[src/rtl/frnd_arbiter.sv]
// -----------------------------------------------------------------------------
// frnd_arbiter
//
// Round-robin arbiter/sequencer sharing one float-to-integer rounding unit
// among NUM_REQ requesters. One conversion is in flight at a time: the
// granted operand is launched into the unit with unit_execute. The result
// is captured UNIT_LATENCY cycles later. It is then held on a one-hot
// valid/ready response channel until the granted requester accepts it.
//
// Ports
//   clk           clock, all state on the rising edge
//   reset         synchronous active-high reset; forces every output to 0
//   req_valid     per-requester request valid
//   req_data      32-bit IEEE-754 operand per requester, requester i at [32i+31:32i]
//   req_ready     one-hot grant/accept strobe (combinational, IDLE only)
//   resp_valid    one-hot response valid for the granted requester
//   resp_data     rounded two's-complement integer, held while resp_valid
//   resp_ready    per-requester response accept (only the granted bit matters)
//   unit_execute  start strobe to the rounding unit (grant cycle only)
//   unit_in       operand to the rounding unit (0 when not executing)
//   unit_out      result from the rounding unit
//   busy          high whenever the sequencer is not idle
//   grant_cnt     (FRND_ARB_STATS_EN only) 16-bit saturating grant counter
//                 per requester, requester i at [16i+15:16i]
//
// Build option
//   FRND_ARB_STATS_EN  adds the grant_cnt output and its counters.
// -----------------------------------------------------------------------------
module frnd_arbiter #(
  parameter int NUM_REQ      = 4,
  parameter int UNIT_LATENCY = 3,
  parameter int IDX_W        = $clog2(NUM_REQ)
) (
  input  logic                    clk,
  input  logic                    reset,
  input  logic [NUM_REQ-1:0]      req_valid,
  input  logic [32*NUM_REQ-1:0]   req_data,
  output logic [NUM_REQ-1:0]      req_ready,
  output logic [NUM_REQ-1:0]      resp_valid,
  output logic [31:0]             resp_data,
  input  logic [NUM_REQ-1:0]      resp_ready,
  output logic                    unit_execute,
  output logic [31:0]             unit_in,
  input  logic [31:0]             unit_out,
  output logic                    busy
`ifdef FRND_ARB_STATS_EN
  ,
  output logic [16*NUM_REQ-1:0]   grant_cnt
`endif
);

  localparam int CNT_W = $clog2(UNIT_LATENCY + 1);

  localparam logic [1:0] ST_IDLE = 2'd0;
  localparam logic [1:0] ST_WAIT = 2'd1;
  localparam logic [1:0] ST_RESP = 2'd2;

  logic [1:0]       state_q,     state_d;
  logic [IDX_W-1:0] rr_ptr_q,    rr_ptr_d;
  logic [IDX_W-1:0] grant_idx_q, grant_idx_d;
  logic [CNT_W-1:0] wait_cnt_q,  wait_cnt_d;
  logic [31:0]      resp_data_q, resp_data_d;

  logic             grant_found;
  logic [IDX_W-1:0] grant_sel;
  logic [IDX_W-1:0] cand;
  logic             grant_now;

  // Round-robin search starting at rr_ptr+1. The scan runs from the farthest
  // candidate to the nearest so the last hit, i.e. the nearest valid
  // requester after the pointer, wins.
  // NOTE: every signal written in an always_comb gets a default at the top;
  // a path that leaves one unassigned would otherwise infer a latch.
  always_comb begin
    grant_found = 1'b0;
    grant_sel   = '0;
    cand        = '0;
    for (int off = NUM_REQ; off >= 1; off--) begin
      cand = IDX_W'((int'(rr_ptr_q) + off) % NUM_REQ);
      if (req_valid[cand]) begin
        grant_found = 1'b1;
        grant_sel   = cand;
      end
    end
  end

  // A grant only happens out of IDLE, and never while reset is asserted,
  // so the unit cannot see a start strobe during or before reset.
  assign grant_now = grant_found && (state_q == ST_IDLE) && !reset;

  always_comb begin
    state_d     = state_q;
    rr_ptr_d    = rr_ptr_q;
    grant_idx_d = grant_idx_q;
    wait_cnt_d  = wait_cnt_q;
    resp_data_d = resp_data_q;
    unique case (state_q)
      ST_IDLE: begin
        if (grant_found) begin
          state_d     = ST_WAIT;
          grant_idx_d = grant_sel;
          rr_ptr_d    = grant_sel;
          wait_cnt_d  = CNT_W'(1);
        end
      end
      ST_WAIT: begin
        // The counter reaches UNIT_LATENCY in the cycle the unit result is
        // stable, so capture there rather than one cycle later.
        if (wait_cnt_q == CNT_W'(UNIT_LATENCY)) begin
          resp_data_d = unit_out;
          state_d     = ST_RESP;
        end else begin
          wait_cnt_d = wait_cnt_q + CNT_W'(1);
        end
      end
      ST_RESP: begin
        if (resp_ready[grant_idx_q]) begin
          state_d = ST_IDLE;
        end
      end
      default: state_d = ST_IDLE;
    endcase
  end

  // NOTE: sequential state uses non-blocking assignments so every register
  // samples the pre-edge values regardless of statement order.
  always_ff @(posedge clk) begin
    if (reset) begin
      state_q     <= ST_IDLE;
      rr_ptr_q    <= IDX_W'(NUM_REQ - 1);
      grant_idx_q <= '0;
      wait_cnt_q  <= '0;
      resp_data_q <= '0;
    end else begin
      state_q     <= state_d;
      rr_ptr_q    <= rr_ptr_d;
      grant_idx_q <= grant_idx_d;
      wait_cnt_q  <= wait_cnt_d;
      resp_data_q <= resp_data_d;
    end
  end

  // Outputs are gated with reset so they read 0 from the moment reset rises,
  // not only after the first clock edge has cleared the state.
  always_comb begin
    req_ready  = '0;
    resp_valid = '0;
    if (grant_now) begin
      req_ready[grant_sel] = 1'b1;
    end
    if (!reset && (state_q == ST_RESP)) begin
      resp_valid[grant_idx_q] = 1'b1;
    end
  end

  assign unit_execute = grant_now;
  assign unit_in      = grant_now ? req_data[{grant_sel, 5'd0} +: 32] : 32'h0;
  assign resp_data    = reset ? 32'h0 : resp_data_q;
  assign busy         = !reset && (state_q != ST_IDLE);

`ifdef FRND_ARB_STATS_EN
  logic [15:0] grant_cnt_q [NUM_REQ];

  // NOTE: this counter array is explicitly reset element by element; it is a
  // handful of flops, not a RAM, and software expects it to read 0 after reset.
  always_ff @(posedge clk) begin
    if (reset) begin
      for (int i = 0; i < NUM_REQ; i++) begin
        grant_cnt_q[i] <= '0;
      end
    end else if (grant_now && (grant_cnt_q[grant_sel] != 16'hFFFF)) begin
      grant_cnt_q[grant_sel] <= grant_cnt_q[grant_sel] + 16'd1;
    end
  end

  for (genvar gi = 0; gi < NUM_REQ; gi++) begin : g_cnt_out
    assign grant_cnt[16*gi +: 16] = reset ? 16'h0 : grant_cnt_q[gi];
  end
`endif

endmodule

[config.mk]
export PLATFORM = sky130hd
export DESIGN_NAME = frnd_arbiter
export DESIGN_NICKNAME = d
export VERILOG_FILES = /design/src/rtl/frnd_arbiter.sv
export SDC_FILE = /design/constraint.sdc
export NUM_CORES = 1
export LEC_CHECK = 0
export ABC_AREA = 0
export ABC_CLOCK_PERIOD_IN_PS = 2200
export BUFFER_PORTS_ARGS = -buffer_cell sky130_fd_sc_hd__buf_2
export CAP_MARGIN = 40
export CELL_PAD_IN_SITES_DETAIL_PLACEMENT = 2
export CELL_PAD_IN_SITES_GLOBAL_PLACEMENT = 2
export CORE_MARGIN = 1
export CORE_UTILIZATION = 19
export CTS_CLUSTER_DIAMETER = 150
export DETAILED_ROUTE_END_ITERATION = 10
export PLACE_DENSITY_LB_ADDON = 0.1
export SYNTH_ARGS = -nofsm -noshare
export SYNTH_HDL_FRONTEND = slang
export SYNTH_SLANG_ARGS = --single-unit
export TNS_END_PERCENT = 5
[constraint.sdc]
create_clock -name clk -period 2.2 [get_ports clk]
set_input_delay 0.11 -clock clk [delete_from_list [all_inputs] [get_ports clk]]
set_output_delay 0.11 -clock clk [all_outputs]
set_load 0.02 [all_outputs]
==> impl_metrics.ini <==
[cts]
cts_tree = done
h-tree-depth = 2
clkTransAtPathRegs_ns = 0.06
ctsHoldBuffers = 0
cts.path.max_buffers = 2
insertion_delay_ns = 0.28
cts_buffers = 5
clockRootBuffer = clkbuf_16
cts.sinks = 40

[logic_synthesis]
yosysSeqAreaShare_pct = 28.4
synthArstFlopShare_pct = 0
synth.avg_cell_area_um2 = 8.00
synth_area_um2 = 2820
synth-main-ff-cell = dfxtp_1
synth.distinct_cells = 37
synth.ff_latch_count = 40
yosys_warnings = 0
synth_nets = 523
netlist_instances = 352
synth_edf_count = 0

[floorplanning]
fp-row-count = 44
core_um2 = 14500
start_util_pct = 19.5
dieWidth_um = 124
ios = 244
die_y_um = 124
die_area_um2 = 15300

[power]
irDropWorstVdd_v = 0.000266
leakagePower_uw = 0.00235
power_uw = 2620
power_density_nw_per_um2 = 578

[detailed_routing]
drtPass1Iterations = 4
drc = 0
vias = 3498
vias_per_cell = 4.52
route.detailed.wl_per_inst_um = 17.1
drt_wl_total_um = 13300
ant_nets = 0
drtIter0Drc = 63

[finish]
multiInputGateArea_um2 = 1820
final_area_um2 = 4540
finalNetCount = 759
most-common-layout-cells = 240 x buf_2, 69 x nand2_1, 63 x mux2i_1
syn2layout_area_growth_pct = 61.0
layout-drive-gt1-share_pct = 47.7
final_common_cell = buf_2
regArea_um2 = 805
fillCellCount = 1741

[outcome]
status = complete, no violations

[sta]
holdWs_ns = 0.0598
worst_slack_ns = 0.0879
hold_viol_final = 0
finalCritPeriodShare_pct = 96.0
fin_crit_ns = 2.11
slew_headroom_pct = 58.1
max_freq_mhz = 473
slew_viol_final = 0
rsz0062_at_grt = yes
setup_viol_count_final = 0
skew_ns = 0.00639
tightest_slew_ns = 0.629

[global_routing]
grt_pass1_wl_um = 19100
antenna_found_initial = 1
grt_max_degree = 62
use_met2_pct = 31.4
grt_busiest_layer = met2
met3_usage_pct = 4.21
globalRoute.totalOverflow = 0
grtUsageMet1_pct = 17.1
track_usage_pct = 16.3
grt_pass1_vias = 3643

[placement]
pre_cts_ws_ns = 0.184
gp_congestion = 0.793
place_area_um2 = 4140
hpwl_um = 10100
portBuffers = 243

[critical_path]
cp-start-kind = flip-flop
worst_setup_path_end_kind = output port
r2r-start = grant_idx_q[1]
crit_arrival_ns = 2.00
cp_max_fo = 10
r2r_end = state_q[1]
r2r_cells = 4
required_ns = 2.09
r2r_slack_ns = 0.73
crit_type = reg -> out

[hold_path]
hold_path.class = in -> reg
hold_depth = 3
hold-path-endpoint = resp_data_q[15]
min_from = unit_out[15]

[job]
max_cap_violations = 0
## state kept, by name, indices dropped and copies added (netlist names)
| register | cells |
|---|---|
| grant_idx_q | 2 |
| rr_ptr_q | 2 |
| resp_data_q | 32 |
| state_q | 2 |
| wait_cnt_q | 2 |
## worst max path at each step
stage / cells past startpoint / start / endpoint
after floorplan: 7 / state_q[0] / unit_in[10]
after global placement: 6 / rr_ptr_q[1] / unit_in[14]
after detailed placement: 6 / rr_ptr_q[1] / unit_in[14]
after CTS: 6 / rr_ptr_q[0] / unit_in[4]
after global routing: 8 / rr_ptr_q[1] / unit_in[4]
final: 7 / rr_ptr_q[1] / unit_in[14]
## synthesized netlist by cell type, types with 2 or more instances
| cell | n | area share [%] |
|---|---|---|
| buf_2 | 5 | 0.89 |
| a21oi_1 | 38 | 6.8 |
| nor3_1 | 3 | 0.53 |
| nor2b_1 | 33 | 7.3 |
| and3b_1 | 2 | 0.62 |
| nand2_1 | 69 | 9.2 |
| buf_12 | 4 | 2.8 |
| mux2i_1 | 66 | 23 |
| clkbuf_4 | 2 | 0.53 |
| clkbuf_1 | 16 | 2.1 |
| buf_6 | 3 | 1.2 |
| nor2_1 | 14 | 1.9 |
| nand2b_1 | 2 | 0.44 |
| dfxtp_1 | 40 | 28 |
| o22ai_1 | 32 | 7.1 |
| nor4_1 | 2 | 0.44 |
## report_power, final
part	switching, uW	total (uW)	internal, uW	leakage (uW)
logic	484	955	471	0.00194
clock network	300	897	598	0.0000901
registers	25.0	770	745	0.000324
## cell type report
class	count	share of cell area, %
multi-input combinational	280	40.2
timing repair buffer	261	32.9
sequential	40	17.7
tap	184	5.08
clock buffer	7	3.37
clock inverter	1	0.662
antenna	1	0.0552
## metal layers
layer  vias up  routed length, um  part of all wire [%]
met2       126               6930                    52
met3        17                984                   7.4
li1       1711                  -                     -
met1      1644               5140                    39
met4         0                200                   1.5
met5         -                  0                     0
## per-stage QoR
stage               setup TNS (ns)  util (%)  cells
global route               -0.0255      31.3    774
detailed placement               0      28.6    758
floorplan                        0         -    352
CTS                              0      30.2    767
global placement                 0      28.6    758
finish                           0      31.3    774
## what timing repair did
action | CTS | global route
pin swaps | 1 | 1
resized for setup | 6 | 9
gates cloned | 1 | 4
endpoints found under the setup margin | 26 | 32
buffers inserted | 0 | 2
## logic make-up (layout without fill, tap and decap cells)
group,Yosys count,in the layout,synth area share [%]
DFF,40,40,28.4
other,0,1,0
and+or+nand+nor,134,134,22.7
muxes,67,67,23.9
adders and majority gates,1,1,0.444
AOI/OAI and AO/OA,78,78,16.2
buffers and inverters,32,269,8.40
## critical path: stages, from the launching register on
cell and delay (ns):
dfxtp_4 0.38, mux2i_2 0.27, o221a_4 0.24, buf_12 0.14, buf_16 0.15, mux2i_2 0.24
o22ai_1 0.11, buf_2 0.18
No activity file was read; power rests on OpenSTA's default activity.
